===== config.mk =====
export PLATFORM = sky130hd
export DESIGN_NAME = vram_ctrl
export DESIGN_NICKNAME = d
export VERILOG_FILES = /design/src/rtl/vram_ctrl.sv
export SDC_FILE = /design/constraint.sdc
export NUM_CORES = 1
export LEC_CHECK = 0
export CORE_ASPECT_RATIO = 1.4
export CORE_UTILIZATION = 45
export DETAILED_ROUTE_END_ITERATION = 6
export MAX_ROUTING_LAYER = met4
export PLACE_DENSITY = 0.74
export SYNTH_ARGS = -nofsm -noshare
export SYNTH_HDL_FRONTEND = slang
export SYNTH_SLANG_ARGS = --single-unit
export TNS_END_PERCENT = 20

===== constraint.sdc =====
create_clock -name clk -period 4.77 [get_ports clk]
set_input_delay 0.954 -clock clk [delete_from_list [all_inputs] [get_ports clk]]
set_output_delay 0.954 -clock clk [all_outputs]
set_load 0.05 [all_outputs]

===== src/rtl/vram_ctrl.sv =====
// vram_ctrl: single-port VRAM arbiter between a display line fetcher (with word FIFO) and a CPU port
// Ports: clk, reset (async active-high); cpu_req/we/addr/din -> cpu_ack/dout;
// disp_start/row/pop -> disp_valid/word; VRAM p_read/p_addr/p_dout and s_write/s_addr/s_din/s_dout/s_busy.
// Optional macro VRAM_CTRL_UNDERRUN_EN adds a sticky 'underrun' output for pops on an empty FIFO during FETCH.
module vram_ctrl #(
  parameter int WORDS_PER_LINE = 32,
  parameter int FIFO_DEPTH     = 4
) (
  input  logic        clk,
  input  logic        reset,
  input  logic        cpu_req,
  input  logic        cpu_we,
  input  logic [12:0] cpu_addr,
  input  logic [15:0] cpu_din,
  output logic        cpu_ack,
  output logic [15:0] cpu_dout,
  input  logic        disp_start,
  input  logic [7:0]  disp_row,
  output logic        disp_valid,
  output logic [15:0] disp_word,
  input  logic        disp_pop,
  output logic        p_read,
  output logic [12:0] p_addr,
  input  logic [15:0] p_dout,
  output logic        s_write,
  output logic [12:0] s_addr,
  output logic [15:0] s_din,
  input  logic [15:0] s_dout,
  input  logic        s_busy
`ifdef VRAM_CTRL_UNDERRUN_EN
  ,
  output logic        underrun
`endif
);
  localparam logic [0:0] IDLE  = 1'b0;
  localparam logic [0:0] FETCH = 1'b1;
  localparam int AW = $clog2(FIFO_DEPTH);
  localparam logic [12:0] LAST = 13'(WORDS_PER_LINE - 1);

  logic [0:0]  r_state;
  logic [12:0] r_base, r_idx;
  logic        r_prev_disp, r_busy, r_ack;
  logic [2:0]  r_dq, r_cq;
  logic [15:0] r_dout;
  logic [15:0] r_mem [FIFO_DEPTH];
  logic [AW-1:0] r_wp, r_rp;
  logic [AW:0] r_cnt;

  logic [AW+1:0] w_level;
  logic [12:0] w_row_base;
  logic w_disp_ok, w_cpu_go, w_issue_cpu, w_issue_disp, w_push, w_pop;

  // r_dq/r_cq are 3-deep shift registers: bit 2 marks the cycle in which the read data is on the bus.
  // Counting every in-flight display read against the FIFO keeps the FIFO from ever overflowing.
  assign w_level      = (AW+2)'(r_cnt) + (AW+2)'(r_dq[0]) + (AW+2)'(r_dq[1]) + (AW+2)'(r_dq[2]);
  assign w_row_base   = 13'(disp_row * WORDS_PER_LINE);
  assign w_disp_ok    = !reset && r_state == FETCH && !disp_start && w_level < (AW+2)'(FIFO_DEPTH);
  assign w_cpu_go     = !reset && cpu_req && !r_busy;
  // CPU takes the slot whenever the display cannot use it, or the display had the previous slot.
  assign w_issue_cpu  = w_cpu_go && (!w_disp_ok || r_prev_disp);
  assign w_issue_disp = w_disp_ok && !w_issue_cpu;
  assign w_push       = r_dq[2] && !disp_start;
  assign w_pop        = disp_pop && disp_valid && !disp_start;

  assign p_read     = w_issue_disp;
  assign p_addr     = w_issue_disp ? r_base + r_idx : 13'd0;
  assign s_write    = w_issue_cpu && cpu_we;
  assign s_addr     = w_issue_cpu ? cpu_addr : 13'd0;
  assign s_din      = s_write ? cpu_din : 16'd0;
  assign cpu_ack    = r_ack;
  assign cpu_dout   = r_dout;
  assign disp_valid = r_cnt != '0;
  assign disp_word  = disp_valid ? r_mem[r_rp] : 16'd0;

  always_ff @(posedge clk or posedge reset)
    if (reset) begin
      r_state     <= IDLE;
      r_base      <= '0;
      r_idx       <= '0;
      r_prev_disp <= 1'b0;
      r_busy      <= 1'b0;
      r_ack       <= 1'b0;
      r_dq        <= '0;
      r_cq        <= '0;
      r_dout      <= '0;
      r_wp        <= '0;
      r_rp        <= '0;
      r_cnt       <= '0;
    end else begin
      r_prev_disp <= w_issue_disp;
      // Busy from issue through the ack cycle, so a still-held request is not re-issued.
      r_busy      <= w_issue_cpu | (r_busy & ~r_ack);
      r_ack       <= (w_issue_cpu & cpu_we) | r_cq[2];
      r_cq        <= {r_cq[1:0], w_issue_cpu & ~cpu_we};
      if (r_cq[2]) r_dout <= s_dout;
      // A new line discards in-flight display reads and empties the FIFO.
      r_dq        <= disp_start ? 3'b000 : {r_dq[1:0], w_issue_disp};
      r_wp        <= disp_start ? '0 : r_wp + AW'(w_push);
      r_rp        <= disp_start ? '0 : r_rp + AW'(w_pop);
      r_cnt       <= disp_start ? '0 : r_cnt + (AW+1)'(w_push) - (AW+1)'(w_pop);
      if (disp_start) begin
        r_state <= FETCH;
        r_base  <= w_row_base;
        r_idx   <= '0;
      end else if (w_issue_disp) begin
        r_state <= (r_idx == LAST) ? IDLE : FETCH;
        r_idx   <= r_idx + 13'd1;
      end
    end

  always_ff @(posedge clk)
    if (w_push) r_mem[r_wp] <= p_dout;

`ifdef VRAM_CTRL_UNDERRUN_EN
  logic r_under;
  always_ff @(posedge clk or posedge reset)
    if (reset) r_under <= 1'b0;
    else r_under <= disp_start ? 1'b0 : r_under | (disp_pop & ~disp_valid & (r_state == FETCH));
  assign underrun = r_under;
`endif

  a_busy: assert property (@(posedge clk) disable iff (reset) s_busy == p_read);
endmodule

* Word-level counts from Yosys, hierarchy flattened
Memories as Yosys holds them, arrays and structs flattened.
Cells that the tools add are included.
** Cells by class
- Multiplexer cells :: 15
- $add $sub $neg :: 9
- Div/mod/pow operators :: 0
- Multiply operators :: 0
- Bitwise operators :: 7
- Magnitude comparators :: 1
- Shift operators :: 0
- Reductions and logical operators :: 19
- Equality and inequality tests :: 1
** Operators by type and width (number)
- 2-to-1 mux 13 bit :: 4
- 2-to-1 mux 16 bit :: 2
- adder 13 x 1 -> 13 bit (second input constant) :: 1
- adder 13 bit :: 1
- == test 13 x 5 -> 1 bit (second input constant) :: 1
- logical AND 1 bit :: 11
- adder 4 x 1 -> 4 bit :: 2
- 2-to-1 mux 3 bit :: 2
- logical NOT 1 bit :: 5
- 2-to-1 mux 1 bit :: 5
- adder 2 x 1 -> 2 bit :: 2
- adder 3 x 1 -> 4 bit :: 1
- < comparator 4 x 3 -> 1 bit (second input constant) :: 1
- 2-to-1 mux 2 bit :: 2
- adder 3 x 1 -> 3 bit :: 1
- AND 1 bit :: 3
- nonzero test 3 bit :: 1
- subtractor 3 x 1 -> 3 bit :: 1
- NOT 1 bit :: 2
- OR 1 bit :: 2
- nonzero test 2 bit :: 1
- logical OR 1 bit :: 1
** Word-level totals
- ROM bits :: 0
- Memories kept :: 1
- Bits of input ports :: 76
- Latch bits :: 0
- Output and inout bits :: 78
- RAM bits :: 64
- Flip-flop bits (word level) :: 54
- Logic and storage cells :: 65
** Memory list
- r_mem :: depth 4, bits a word 16, rd ports 1, clocked after Yosys merged registers in 0, wr ports 1, line 45 : logic [15:0] r_mem [FIFO_DEPTH];

* Depth between registers and ports, before layout
Gate-level depths: netlist (run 1).
- Depth after elaboration :: 12
- Mapped depth :: 10
- Depth with buffers taken out :: 10

* Worst setup path before layout (run 1)
Ideal clock, no wire load.
- Path kind :: in2out
- Start point :: in reset
- End point :: out s_addr[10]
- Arrival time :: 3.331 ns
- Buffers on the path :: 1
- Setup slack :: 0.485 ns
- Data required time :: 3.816 ns
- Stages :: 5
- Cells stage by stage :: inv_1 > nand3_1 > a31oi_4 > clkbuf_1 > and2_1
** Between the ends
- Cells in the longest elaborated chain, start to end :: 8
- Elaborated cells on any way between the ends :: 10
- Classes of those cells :: 1 x mux; 9 x reduce/logical
** Ends and longest elaborated chain
- start, declared :: line 10 : input logic reset,
- logical NOT 1 bit (no source line) *
- logical AND 1 bit (3 in a row) :: line 57 : assign w_disp_ok = !reset && r_state == FETCH && !disp_start && w_level < (AW+2)'(FIFO_DEPTH);
- logical NOT 1 bit :: line 60 : assign w_issue_cpu = w_cpu_go && (!w_disp_ok || r_prev_disp);
- logical OR 1 bit :: line 60
- logical AND 1 bit * :: line 60
- 2-to-1 mux 13 bit * :: line 68 : assign s_addr = w_issue_cpu ? cpu_addr : 13'd0;
- end, declared :: line 26 : output logic [12:0] s_addr,
Every way passes the cells marked *; elsewhere a longest branch is shown, timed or not.

* Final worst setup path (run 1)
- Start point :: reg r_cnt[0]
- End point :: out p_addr[12]
** Between the ends
- Cells in the longest elaborated chain, start to end :: 11
** Ends and longest elaborated chain
- start, declared :: line 47 : logic [AW:0] r_cnt;
- start signal, assigned :: line 100 : r_cnt <= disp_start ? '0 : r_cnt + (AW+1)'(w_push) - (AW+1)'(w_pop);
- adder 3 x 1 -> 4 bit * :: line 55 : assign w_level = (AW+2)'(r_cnt) + (AW+2)'(r_dq[0]) + (AW+2)'(r_dq[1]) + (AW+2)'(r_dq[2]);
- adder 4 x 1 -> 4 bit * (2 in a row) :: line 55
- < comparator 4 x 3 -> 1 bit * :: line 57
- logical AND 1 bit * :: line 57
- logical NOT 1 bit :: line 60
- logical OR 1 bit :: line 60
- logical AND 1 bit :: line 60
- logical NOT 1 bit :: line 61 : assign w_issue_disp = w_disp_ok && !w_issue_cpu;
- logical AND 1 bit * :: line 61
- 2-to-1 mux 13 bit * :: line 66 : assign p_addr = w_issue_disp ? r_base + r_idx : 13'd0;
- end, declared :: line 23 : output logic [12:0] p_addr,
Marks and branches as above.

==> impl_metrics.json, run 1 <==
{
  "rsz0062_at_grt": "false",
  "final_nets": 638,
  "ys_ff_latch": 118,
  "critPathArrivalTime_ps": 2990,
  "critPathKind": "reg2out",
  "p_per_area_nw_per_um2": 376,
  "core_um2": 11800,
  "hpwl_um": 8760,
  "io_pins": 154,
  "routedWlPerCell_um": 17.3,
  "cts_resized": 0,
  "worst_slew_pin_slew_ps": 854,
  "place_congestion": 0.835,
  "leakagePower_uw": 0.00331,
  "drc": 0,
  "path_cells": "inv_1, fa_1, inv_1, ha_1, nand3b_1, nand2_1, or3_1, mux2i_1, buf_12",
  "setup_viol_count_final": 0,
  "hold_viol_final": 0,
  "nFillCells": 836,
  "numCtsBuffers": 17,
  "synthesis.nets": 477,
  "clock-sinks": 118,
  "grt_max_degree": 55,
  "ys_types": 49,
  "hold_class": "reg2reg",
  "max_stage_delay_ps": 460,
  "holdBufCountCts": 0,
  "root_buffer": "clkbuf_16",
  "fmax_mhz": 253,
  "cp-end-kind": "primary output",
  "cts_tree": "done",
  "netlist.area_leader.share_pct": 35.4,
  "netlist_instances": 385,
  "die_h_um": 132,
  "crit_start": "r_cnt[0]",
  "whs_ps": 349,
  "htreeDepth": 4,
  "status": "finished clean",
  "drtAntennaViolNets": 0,
  "crit_required_ps": 3820,
  "period_needed_ps": 3950,
  "maxCapViolCount": 0,
  "path_clk_slew_ps": 50,
  "slowest_stage": "or3_1",
  "grt_pass1_vias": 4290,
  "drt_first_pass_iters": 4,
  "ys_seq_area_share_pct": 60.4,
  "r2r_slack_ps": 2160,
  "synth-async-reset-ratio_pct": 45.8,
  "peakVddDrop_mv": 0.256,
  "avgViaCountPerCell": 5.35,
  "drt-initial-drc-count": 170,
  "grt.overflow.total": 0,
  "start_util_pct": 46.1,
  "worstPathMaxFanout": 17,
  "crit_end": "p_addr[12]",
  "reg2reg_depth": 8,
  "cp_common_cell": "inv_1",
  "avgSynthCellArea_um2": 14.1,
  "synth_edf_count": 64,
  "synth_top_area_cell": "edfxtp_1",
  "setup_tns_ps": 0,
  "die_w_um": 94.8,
  "syn_area_um2": 5420,
  "synth_most_common_cell": "edfxtp_1",
  "synth-main-ff-cell": "edfxtp_1",
  "cts_setup_buffers": 0,
  "grt_antenna_before_repair": 0,
  "clockBufferDepth": 2,
  "synth_common_cells": "64 x edfxtp_1, 54 x dfrtp_1, 25 x and3_1, 25 x mux2_2, 17 x nor2b_1",
  "clk_latency_ps": 400,
  "relSlewSlack_pct": 43.1,
  "track_usage_pct": 21.7,
  "die_area_um2": 12500,
  "yosys_warnings": 0,
  "worstReg2RegEnd": "r_idx[10]",
  "synthTopCellsByArea": "edfxtp_1 35%, dfrtp_1 25%, mux4_2 6.6%",
  "area_growth_pct": 49.9,
  "worst_setup_path_start_kind": "register",
  "rows": 47,
  "diodes": 0,
  "r2r_start": "r_cnt[0]",
  "clock_skew_ps": 9.29,
  "fin_crit_sh_pct": 82.7,
  "final_layout_size_suffix_gt1_share_pct": 23.4,
  "finalMaxSlewViolations": 0,
  "wl_um": 12200,
  "grt_pass1_wl_um": 20100,
  "port_buffers": 152,
  "vias": 3780
}
-- report_power, final --
part / internal (uW) / switching, uW / total (uW) / leakage [uW]
sequential: 1100 / 28.4 / 1130 / 0.00130
clock: 812 / 425 / 1240 / 0.000267
combinational: 287 / 406 / 693 / 0.00175
total: 2200 / 860 / 3060 / 0.00331
-- how the worst min path moves through the flow --
stage,startpoint,endpoint,slack (ps),cells past startpoint
final,r_cq[1],r_cq[2],350,0
after global routing,r_cq[1],r_cq[2],360,0
after global placement,r_cq[1],r_cq[2],330,0
after CTS,r_cq[0],r_cq[1],350,0
after floorplan,r_cq[0],r_cq[1],330,0
after detailed placement,r_cq[0],r_cq[1],340,0
-- stage by stage --
step                std cells  setup WS (ps)  cell area, um^2  power (uW)  utilization, %
floorplan                 385            485             5420        1570               -
global placement          674            897             7560        1840            64.3
detailed placement        674            872             7560        1850            64.3
CTS                       706            784             8130        3090            69.1
global route              706            636             8130        3180            69.1
finish                    706            824             8130        3060            69.1
-- area by class of cell --
type                            instances  area [um^2]  area share (%)
Sequential cell                       118         3270            40.3
Timing Repair Buffer                  161         2030            25.0
Multi-Input combinational cell        232         2010            24.7
Clock buffer                           21          440            5.42
Tap cell                              147          184            2.26
Clock inverter                         11          133            1.63
Inverter                               16         60.1           0.739
-- worst max-delay path: cells and delay by family, from the launching register on --
kind	cells	cell delay (ps)
buf+inv	3	310
simple gates	3	1020
fa+ha+maj	2	580
flops	1	400
mux	1	270
-- routing by layer --
metal,wire length (um),vias to the layer above,GRT usage [%]
met5,0,-,-
met4,146,0,6.73
met3,538,15,5.48
met2,6880,137,38.6
met1,4670,1870,23.0
li1,-,1758,-
-- registers in the layout, indices dropped and copies added, names as in the netlist, 2 cells and up --
name and count:
cpu_dout 16, r_idx 13, r_mem 64, r_cnt 3, r_cq 3, r_rp 2
r_wp 2, r_dq 3, r_base 8
-- cell usage in the layout (no fill, tap or decap), drive strengths merged, types with 7 or more instances in the layout --
cell type,count
mux2i,7
buf,53
and2,15
nor2b,17
and3,25
a21oi,7
edfxtp,64
inv,15
mux2,25
clkdlybuf4s50,108
clkbuf,21
nor2,14
nand2,12
nand3,9
ha,13
mux4,16
dfrtp,54
-- cells by family after synthesis --
| logic type | after synthesis | share of synthesized area [%] |
|---|---|---|
| adder cells (fa/ha/maj) | 16 | 4.11 |
| AO/OA/AOI/OAI | 35 | 4.64 |
| AND/OR/NAND/NOR | 127 | 14.1 |
| multiplexers | 48 | 13.1 |
| flip-flops | 118 | 60.4 |
| buffers and inverters | 35 | 2.75 |
| XOR/XNOR | 6 | 0.969 |
Power figures use the tool's default switching activity.
==> inputs of run 2 (changes only) <==
Clock period 4.77 ns to 4.1 ns, I/O delays scaled along.
==> impl_metrics.json, run 2 (synthesized netlist as in run 1, its figures left out) <==
{
  "power_switching_uw": 1030,
  "clk_latency_ps": 410,
  "drc": 0,
  "fin_ws_ps": 414,
  "p_per_area_nw_per_um2": 447,
  "path_clk_slew_ps": 50,
  "holdBufCountCts": 0,
  "core_um2": 11800,
  "critPathKind": "reg2out",
  "p_int_uw": 2630,
  "grt_pass1_vias": 4273,
  "power_frac_clock_pct": 41.8,
  "track_usage_pct": 22.7,
  "grt.overflow.total": 0,
  "drt_first_pass_iters": 5,
  "relSlewSlack_pct": 42.8,
  "pre_cts_ws_ps": 484,
  "finish.utilization_pct": 69.6,
  "fin_crit_sh_pct": 89.9,
  "grt_antenna_before_repair": 0,
  "cts_setup_buffers": 0,
  "layout_common_cells": "108 x clkdlybuf4s50_1, 64 x edfxtp_1, 54 x dfrtp_1",
  "cp-end-kind": "primary output",
  "final_layout_size_suffix_gt1_share_pct": 24.8,
  "drtAntennaViolNets": 0,
  "stdcell_area_um2": 8190,
  "wl_um": 12800,
  "cts_resized": 0,
  "peakVddDrop_mv": 0.287,
  "setup_viol_count_final": 0,
  "critPathArrivalTime_ps": 2870,
  "root_buffer": "clkbuf_16",
  "grt_pass1_wl_um": 20700,
  "status": "finished clean",
  "worst_slew_pin_slew_ps": 857,
  "die_h_um": 132,
  "max_stage_delay_ps": 590,
  "path_cells": "inv_1, fa_1, inv_1, ha_1, and3b_1, a31oi_4, and3_1, buf_12",
  "io_pins": 154,
  "final_common_cell": "clkdlybuf4s50_1",
  "diodes": 0,
  "finalMaxSlewViolations": 0,
  "crit_required_ps": 3280,
  "hold_viol_final": 0,
  "die_w_um": 94.8,
  "slowest_stage": "a31oi_4",
  "period_needed_ps": 3690,
  "setup_tns_ps": 0,
  "p_comb_share_pct": 22.5,
  "clockBufferDepth": 2,
  "port_buffers": 152,
  "worst_setup_path_start_kind": "register",
  "hpwl_um": 8950,
  "fmax_mhz": 271,
  "maxCapViolCount": 0,
  "numCtsBuffers": 17,
  "die_area_um2": 12500,
  "max_flop_register": "r_mem",
  "cp_common_cell": "inv_1",
  "grt_max_degree": 55,
  "rsz0062_at_grt": "false",
  "hold_class": "reg2reg",
  "worstPathMaxFanout": 33,
  "largest_reg_flops": 64,
  "avgViaCountPerCell": 5.39,
  "start_util_pct": 46.1,
  "power_switching_share_pct": 28.2,
  "clock_skew_ps": 9.00,
  "cts_tree": "done",
  "place_congestion": 0.820,
  "clock-sinks": 118,
  "final_nets": 640,
  "vias": 3818,
  "leakagePower_uw": 0.00334,
  "seq_power_share_pct": 35.7,
  "drt-initial-drc-count": 158,
  "routedWlPerCell_um": 18.0,
  "rows": 47,
  "area_growth_pct": 51.0,
  "whs_ps": 347,
  "htreeDepth": 4,
  "dpl-instance-area_um2": 7570
}
==> run 2: changes by cell type in the layout (fill, tap and decap cells not counted), sizes merged <==
cell      before  now
bufinv         3    4
clkinvlp       3    5
buf           53   55
clkbuf        21   19
clkinv         6    5
==> run 2: layout make-up <==
cell class	instances	area (um^2)
fillers	831	3570
flip-flops and latches	118	3270
repair buffers	163	2040
multi-input cells	232	2010
clock buffers	19	433
well taps	147	184
clock inverters	13	181
inverters	16	60.1
==> run 2: power by group through the flow <==
stage	Clock, uW	Sequential (uW)	Combinational, uW
after floorplan	0	1320	508
after global placement	0	1330	814
after detailed placement	0	1330	828
after CTS	1560	1310	833
after global routing	1600	1310	875
final	1530	1310	822
==> run 2: critical path, delay by kind of cell, from the launching register on <==
family	cells	cell delay (ps)
buf+inv	3	300
compound gates	1	590
flops	1	400
fa+ha+maj	2	530
simple gates	2	630
==> run 2: path summary, 6_finish.rpt <==
check / startpoint / to / slack, ps / depth (start not counted)
worst max-delay path: r_cnt[0] / s_din[1] / 410 / 8
worst min-delay path: r_cq[1] / r_cq[2] / 350 / 0
worst max register to register: r_cnt[0] / r_idx[10] / 1560 / 9
worst min register to register: r_cq[1] / r_cq[2] / 350 / 0
max in group asynchronous: reset / r_rp[0] / 2630 / 3
min in group asynchronous: reset / cpu_dout[7] / 1020 / 3
==> run 2: through the flow <==
stage / std cells / power (uW)
floorplan: 385 / 1830
global placement: 676 / 2140
detailed placement: 676 / 2160
CTS: 708 / 3700
global route: 708 / 3790
finish: 708 / 3660
==> run 2: routing by layer <==
layer  wire (um)  global-route usage [%]  part of all wire (%)  vias up
li1            -                       -                     -     1763
met2        7200                    40.2                    56      152
met3         681                    5.94                   5.3       17
met5           0                       -                     0        -
met1        4700                    23.9                    37     1886
met4         178                    7.74                   1.4        0
